File: src/rtl/r_round_robin_burst_arbiter.sv
// r_round_robin_burst_arbiter
//   Shares one upstream AXI R return path between 5 slave R channels.
//   Round-robin grant, held for a whole burst and released on the RLAST
//   handshake. Counts beats of the current burst and raises a sticky
//   error when a burst runs past MAX_BEATS beats without RLAST.
//
// Ports:
//   clk, reset              clock, synchronous active-high reset
//   RVALID_S/RLAST_S        per-slave valid/last, bit i = slave i
//   RID_S/RDATA_S/RRESP_S   packed per-slave payload, slave i at [i*W +: W]
//   RREADY_S                per-slave ready, only the granted slave sees RREADY_M
//   RVALID_M/RLAST_M/RID_M/RDATA_M/RRESP_M   muxed master-side channel
//   RREADY_M                master-side ready
//   R_SLV_sel               granted slave 0..4, 5 = none
//   beat_cnt                beats accepted in the current burst (saturates at 511)
//   overrun_err             sticky burst-overrun flag
module r_round_robin_burst_arbiter #(
   parameter int sID_width = 6,
   parameter int DATA_W    = 32,
   parameter int MAX_BEATS = 256
) (
   input  logic                   clk,
   input  logic                   reset,
   input  logic [4:0]             RVALID_S,
   input  logic [4:0]             RLAST_S,
   input  logic [5*sID_width-1:0] RID_S,
   input  logic [5*DATA_W-1:0]    RDATA_S,
   input  logic [9:0]             RRESP_S,
   output logic [4:0]             RREADY_S,
   output logic                   RVALID_M,
   output logic                   RLAST_M,
   output logic [sID_width-1:0]   RID_M,
   output logic [DATA_W-1:0]      RDATA_M,
   output logic [1:0]             RRESP_M,
   input  logic                   RREADY_M,
   output logic [2:0]             R_SLV_sel,
   output logic [8:0]             beat_cnt,
   output logic                   overrun_err
);

   localparam logic [2:0] SEL_NONE = 3'd5;
   localparam logic [8:0] MAX_CNT  = 9'(MAX_BEATS);

   typedef enum logic {IDLE, GRANT} state_t;

   state_t      state, state_n;
   logic [2:0]  sel_n;
   logic [2:0]  last_grant, last_grant_n;
   logic [8:0]  beat_cnt_n;
   logic        overrun_n;
   logic        found;
   logic [2:0]  pick;
   logic        beat;
   int unsigned idx;

   always_ff @(posedge clk) begin
      if (reset) begin
         state       <= IDLE;
         R_SLV_sel   <= SEL_NONE;
         last_grant  <= 3'd4;
         beat_cnt    <= '0;
         overrun_err <= 1'b0;
      end else begin
         state       <= state_n;
         R_SLV_sel   <= sel_n;
         last_grant  <= last_grant_n;
         beat_cnt    <= beat_cnt_n;
         overrun_err <= overrun_n;
      end
   end

   // Round-robin pick: first requester after last_grant, wrapping mod 5.
   always_comb begin
      found = 1'b0;
      pick  = SEL_NONE;
      idx   = 0;
      for (int unsigned k = 1; k <= 5; k++) begin
         idx = (32'(last_grant) + k) % 5;
         if (!found && RVALID_S[3'(idx)]) begin
            found = 1'b1;
            pick  = 3'(idx);
         end
      end
   end

   always_comb begin
      state_n      = state;
      sel_n        = R_SLV_sel;
      last_grant_n = last_grant;
      beat_cnt_n   = beat_cnt;
      overrun_n    = overrun_err;
      RREADY_S     = '0;
      RVALID_M     = 1'b0;
      RLAST_M      = 1'b0;
      RID_M        = '0;
      RDATA_M      = '0;
      RRESP_M      = '0;
      beat         = 1'b0;

      case (state)
         IDLE: begin
            if (found) begin
               state_n      = GRANT;
               sel_n        = pick;
               last_grant_n = pick;
            end
         end
         GRANT: begin
            if (R_SLV_sel < SEL_NONE) begin
               RVALID_M = RVALID_S[R_SLV_sel];
               RLAST_M  = RLAST_S[R_SLV_sel];
               RID_M    = RID_S[R_SLV_sel*sID_width +: sID_width];
               RDATA_M  = RDATA_S[R_SLV_sel*DATA_W +: DATA_W];
               RRESP_M  = RRESP_S[R_SLV_sel*2 +: 2];
               // Ready is withheld while reset is high so no beat completes
               // in the cycle that aborts the grant.
               RREADY_S[R_SLV_sel] = RREADY_M && !reset;
               beat = RVALID_S[R_SLV_sel] && RREADY_M && !reset;
               if (beat) begin
                  if (RLAST_S[R_SLV_sel]) begin
                     state_n    = IDLE;
                     sel_n      = SEL_NONE;
                     beat_cnt_n = '0;
                  end else begin
                     if (beat_cnt == MAX_CNT)
                        overrun_n = 1'b1;
                     if (beat_cnt != '1)
                        beat_cnt_n = beat_cnt + 9'd1;
                  end
               end
            end
         end
         default: begin
            state_n = IDLE;
            sel_n   = SEL_NONE;
         end
      endcase
   end

endmodule

File: config.mk
export PLATFORM = sky130hd
export DESIGN_NAME = r_round_robin_burst_arbiter
export DESIGN_NICKNAME = d
export VERILOG_FILES = /design/src/rtl/r_round_robin_burst_arbiter.sv
export SDC_FILE = /design/constraint.sdc
export NUM_CORES = 1
export LEC_CHECK = 0
export ABC_CLOCK_PERIOD_IN_PS = 6640
export CAP_MARGIN = 20
export CORE_UTILIZATION = 38
export DETAILED_ROUTE_END_ITERATION = 7
export GPL_ROUTABILITY_DRIVEN = 1
export PLACE_DENSITY = 0.91
export SETUP_SLACK_MARGIN = 0.5
export SLEW_MARGIN = 20
export SYNTH_ARGS = -nofsm -noshare
export SYNTH_HDL_FRONTEND = slang
export SYNTH_SLANG_ARGS = --single-unit
File: constraint.sdc
create_clock -name clk -period 6.64 [get_ports clk]
set_input_delay 1.328 -clock clk [delete_from_list [all_inputs] [get_ports clk]]
set_output_delay 1.328 -clock clk [all_outputs]
set_load 0.01 [all_outputs]
=== Yosys cells after proc, flatten, opt, wreduce, memory -nomap -nowiden ===
Cells that the tools add are included.

* Flip-flop bits (word level): 17
* Input port bits: 213
* Word-level logic and storage cells: 105

* $add $sub $neg: 6
* Multiply operators: 1
* Div/mod/pow operators: 5
* Magnitude comparators: 8
* Equal/unequal tests: 6
* Shift-type cells: 3
* Muxes and demuxes: 50
* Bitwise logic cells: 3
* Reduce and logical (&&, ||, !) cells: 18

{| class="wikitable"
|+ Operators with widths
! cell !! number
|-
| $mod A32 B3 Y32 const B || 5
|-
| $shiftx A160 B9 Y32 || 1
|-
| $mux W32 || 2
|-
| $shiftx A30 B7 Y6 || 1
|-
| $mux W3 || 9
|-
| $lt A3 B4 Y1 const B || 6
|-
| $bmux W1 S3 || 7
|-
| $mux W1 || 21
|-
| $mux W9 || 2
|-
| $mux W6 || 2
|-
| $mux W5 || 2
|-
| $shiftx A10 B5 Y2 || 1
|-
| $add A9 B1 Y9 const B || 1
|-
| $eq A9 B9 Y1 const B || 1
|-
| $ne A9 B9 Y1 const B || 1
|-
| $add A3 B2 Y4 const B || 2
|-
| $add A3 B3 Y4 const B || 2
|-
| $logic_and A1 B1 Y1 || 8
|-
| $reduce_and A4 Y1 || 2
|-
| $ne A2 B1 Y1 const B || 3
|-
| $pmux W3 S2 || 1
|-
| $and A5 B5 Y5 || 1
|-
| $logic_not A1 Y1 || 5
|-
| $mul A3 B2 Y5 const B || 1
|-
| other kinds (11) || 13
|}

=== Longest topological paths before layout ===
* Word-level depth: 19
* Gate-level depth with buffers: 18
* Mapped depth without buffers: 16

=== Worst setup path before layout ===
Ideal clock, no wire load.

* Kind: flip-flop to flip-flop
* From: register last_grant[0]
* To: register last_grant[0]
* Arrival: 4528 ps
* Required time: 6563 ps
* Slack: 2036 ps
* Stages on the path, launching flop included: 19
* Path buffers: 2
* Clock period less this slack: 4604 ps
* Cells stage by stage: dfxtp_1 buf_4 inv_2 clkbuf_1 ha_1 ha_1 or3b_1 a41oi_1 xnor2_1 ha_1 nor2b_1 nor3_1 a221oi_1 nand2_1 a21boi_0 o22ai_1 nand3b_2 or4_1 a41oi_2

* Word-level cells in the longest chain between the ends: 18

{| class="wikitable"
|+ Ends and longest elaborated chain
! what !! line !! text
|-
| from (decl) || 48 || <nowiki>logic [2:0] last_grant, last_grant_n;</nowiki>
|-
| from (signal assigned) || 66 || <nowiki>last_grant <= last_grant_n;</nowiki>
|-
| $add A3 B1 Y4 || 78 || <nowiki>idx = (32'(last_grant) + k) % 5;</nowiki>
|-
| $mod A32 B3 Y32 || 78 ||
|-
| $bmux W1 S3 || 79 || <nowiki>if (!found && RVALID_S[3'(idx)]) begin</nowiki>
|-
| $mux W1 (implied by the code) || 79 ||
|-
| $mux W1 || 79 ||
|-
| $logic_not A1 Y1 || 79 ||
|-
| $logic_and A1 B1 Y1 || 79 ||
|-
| $mux W1 || 79 ||
|-
| (+2 left out) || n/a ||
|-
| $mux W1 || 79 ||
|-
| $logic_not A1 Y1 || 79 ||
|-
| $logic_and A1 B1 Y1 || 79 ||
|-
| $mux W1 || 79 ||
|-
| $logic_not A1 Y1 || 79 ||
|-
| $logic_and A1 B1 Y1 || 79 ||
|-
| $mux W1 || 79 ||
|-
| $reduce_and A2 Y1 (no line) || n/a ||
|}

Several ways; a longest one is shown, not always the timed one. The select of a mux whose other input is x is not followed.
A chain may end at the register's enable or synchronous reset.

=== Worst setup path in the final report ===
Same ends and word-level chain as after synthesis.

==> impl_metrics.tcl <==
set metrics [dict create \
    finalSetupViolations 0 \
    whs_ps 499 \
    die_h_um 108 \
    fmaxAchievable_mhz 180 \
    yosysSeqAreaShare_pct 7.93 \
    gp_congestion 0.999 \
    path_delay_family "simple AND/OR/NAND/NOR gates" \
    synth_area_um2 4290 \
    core_area_um2 10900 \
    hold_depth 2 \
    finClkSkew_ps 2.96 \
    clkTransAtPathRegs_ps 50 \
    initial_core_util_pct 39.2 \
    placed_area_um2 7070 \
    wl_per_cell_um 21.0 \
    place_inst 905 \
    fin_cells 909 \
    vias 5691 \
    grt_use_total_pct 30.7 \
    end_kind "register" \
    vdd_drop_max_uv 198 \
    globalRouteOverflowTotal 0 \
    yosysTopAreaCellShare_pct 23.1 \
    cts_root_buffer "clkbuf_16" \
    tightestPinTransition_ps 945 \
    reg2reg_depth 16 \
    top_layer "met4" \
    cp.depth 16 \
    fin_nets 1010 \
    layout_setup_ws_ps 1100 \
    fin_area_um2 7150 \
    max_stage_delay_ps 570 \
    detail_route.vias_per_cell 6.26 \
    postCtsResizedCells 0 \
    holdPathEnd "overrun_err$_SDFFE_PP0P_" \
    period_minus_slack_ps 5540 \
    drt_first_pass_iters 6 \
    nFillCells 846 \
    power_mw 2.47 \
    r2r-end "last_grant[0]$_SDFFE_PP0P_" \
    pin_count 273 \
    tns_ps 0 \
    holdBufCountCts 0 \
    status "finished clean" \
    dp_hpwl_um 15300 \
    cts_buffers 3 \
    slew_violations 0 \
    synthTopCellsByArea "mux4_2, dfxtp_1, ha_1" \
    areaGrowthSynthToFinish_pct 66.6 \
    cts_num_sinks 17 \
    met1Wirelength_um 7130 \
    critPathMostFrequentCell "ha_1" \
    start_kind "register" \
    ys_types 75 \
    powerDensity_nw_per_um2 345 \
    synthArstFlopShare_pct 0 \
    layout_common_cells "clkdlybuf4s50_1, nor2_1, mux4_2, nand2_1, a22oi_1" \
    numPortBuffers 272 \
    finalHoldViolCount 0 \
    final_core_util_pct 65.4 \
    grt_pass1_vias 5433 \
    r2r_start "last_grant[0]$_SDFFE_PP0P_" \
    maxCapViolCount 0 \
    path_buf_inv 1 \
    maxSlewHeadroom_pct 37.0 \
    clock_latency_ps 240 \
    cts_tree "built" \
    die_w_um 108 \
    layout_commonest_cell "clkdlybuf4s50_1" \
    worst-r2r-setup-slack_ps 1100 \
    drt_iter0_markers 550 \
    crit_chain "inv_2 > ha_1 > ha_1 > or3b_1 > a41oi_1 > xnor2_1 > ha_1 > nor2b_1 > nor3_1 > a221oi_1 > nand2_1 > a21boi_0 > o22ai_1 > nand3b_2 > or4_1 > a41oi_2" \
    avgSynthCellArea_um2 8.13 \
    cts.path.max_buffers 2 \
    drcViolationCount 0 \
    hold_path_class "register to register" \
    synth-edff-count 0 \
    antenna_found_initial 0 \
    required_ps 6800 \
    finalCritPeriodShare_pct 83.5 \
    wl_met3_um 1870 \
    dieArea_um2 11700 \
    synth_warnings 0 \
    dp_slack_ps 1310 \
    cp_slowest_cell "dfxtp_1" \
    post_cts_buffers 0 \
    synthesis.nets 768 \
    ant_nets 0 \
    rsz0062_at_grt "no" \
    synth_largest_area_cell "mux4_2" \
    total_leakage_power_nw 2.53 \
    wl_met2_um 9480 \
    min_from "overrun_err$_SDFFE_PP0P_" \
    synth_cells 528 \
    ys_ff_latch 17 \
    rows 38 \
    worst_ep_arrival_time_ps 5710 \
    grt_max_degree 55 \
    layout-drive-gt1-share_pct 9.88 \
    critical_path_class "register to register" \
    drt-total-wl_um 19100 \
    yosys_most_used_dff "dfxtp_1" \
    htree_levels 1 \
    grt_pass1_wl_um 27900 \
    n_antenna_cell 0 \
    worstPathMaxFanout 14 \
]
==> power breakdown <==
| group | switching [mW] | total (mW) | internal [mW] |
|---|---|---|---|
| Clock | 0.0367 | 0.118 | 0.0813 |
| Combinational | 1.16 | 2.11 | 0.951 |
| Sequential | 0.111 | 0.233 | 0.122 |
| Total | 1.31 | 2.47 | 1.15 |
==> area by class of cell <==
type	count	area, µm²	area share (%)
Multi-Input combinational cell	443	3690	51.6
Timing Repair Buffer	277	2760	38.6
Sequential cell	17	345	4.83
Tap cell	140	175	2.45
Inverter	28	105	1.47
Clock buffer	4	78.8	1.10
==> tightest hold or removal path, cell delays in order (launching register included) <==
cell,delay [ps]
dfxtp_1,340
a31oi_1,50
nor2_1,70
==> cells in the mapped netlist (all sizes together) (3+ instances only) <==
cell     number
nor2         69
mux4         44
a22oi        40
nand2        40
clkbuf       30
a21oi        27
ha           27
inv          27
o21ai        21
dfxtp        17
nand3        11
buf          10
nor3         10
nor2b         9
and2          8
xnor2         8
a221oi        7
mux2i         7
nand4         7
o211ai        7
a31oi         6
xor2          6
a2111oi       5
o21a          5
or3           5
or3b          5
mux2          4
nand2b        4
nand3b        4
nor4          4
a32oi         3
a41oi         3
and3          3
o2111ai       3
o31a          3
==> logic make-up after synthesis <==
family          after synthesis  synth area share [%]
xor+xnor                     14                  3.03
simple gates                185                  20.8
buf+inv                      68                  6.27
compound gates              162                  28.4
mux                          55                  25.8
fa+ha+maj                    27                  7.87
flops                        17                  7.93
==> worst max path at each step <==
stage | startpoint | end | slack (ps)
6_report | last_grant[0]$_SDFFE_PP0P_ | last_grant[0]$_SDFFE_PP0P_ | 1100
5_1_grt | last_grant[0]$_SDFFE_PP0P_ | last_grant[0]$_SDFFE_PP0P_ | 770
4_1_cts | last_grant[0]$_SDFFE_PP0P_ | last_grant[0]$_SDFFE_PP0P_ | 1250
3_5_place_dp | last_grant[0]$_SDFFE_PP0P_ | last_grant[0]$_SDFFE_PP0P_ | 1310
3_3_place_gp | last_grant[0]$_SDFFE_PP0P_ | last_grant[0]$_SDFFE_PP0P_ | 1670
2_1_floorplan | last_grant[0]$_SDFFE_PP0P_ | last_grant[0]$_SDFFE_PP0P_ | 2040
==> metal layers <==
layer / global-route usage (%) / vias to the layer above
met5: 0 / -
met4: 10.3 / 0
met3: 5.06 / 58
met2: 54.9 / 431
met1: 37.0 / 2659
li1: - / 2543
==> flip-flops by register name, indices dropped and copies added (netlist names) <==
name / flops
R_SLV_sel: 3
beat_cnt: 9
last_grant: 3
overrun_err: 1
state: 1
Power figures use the tool's default switching activity.
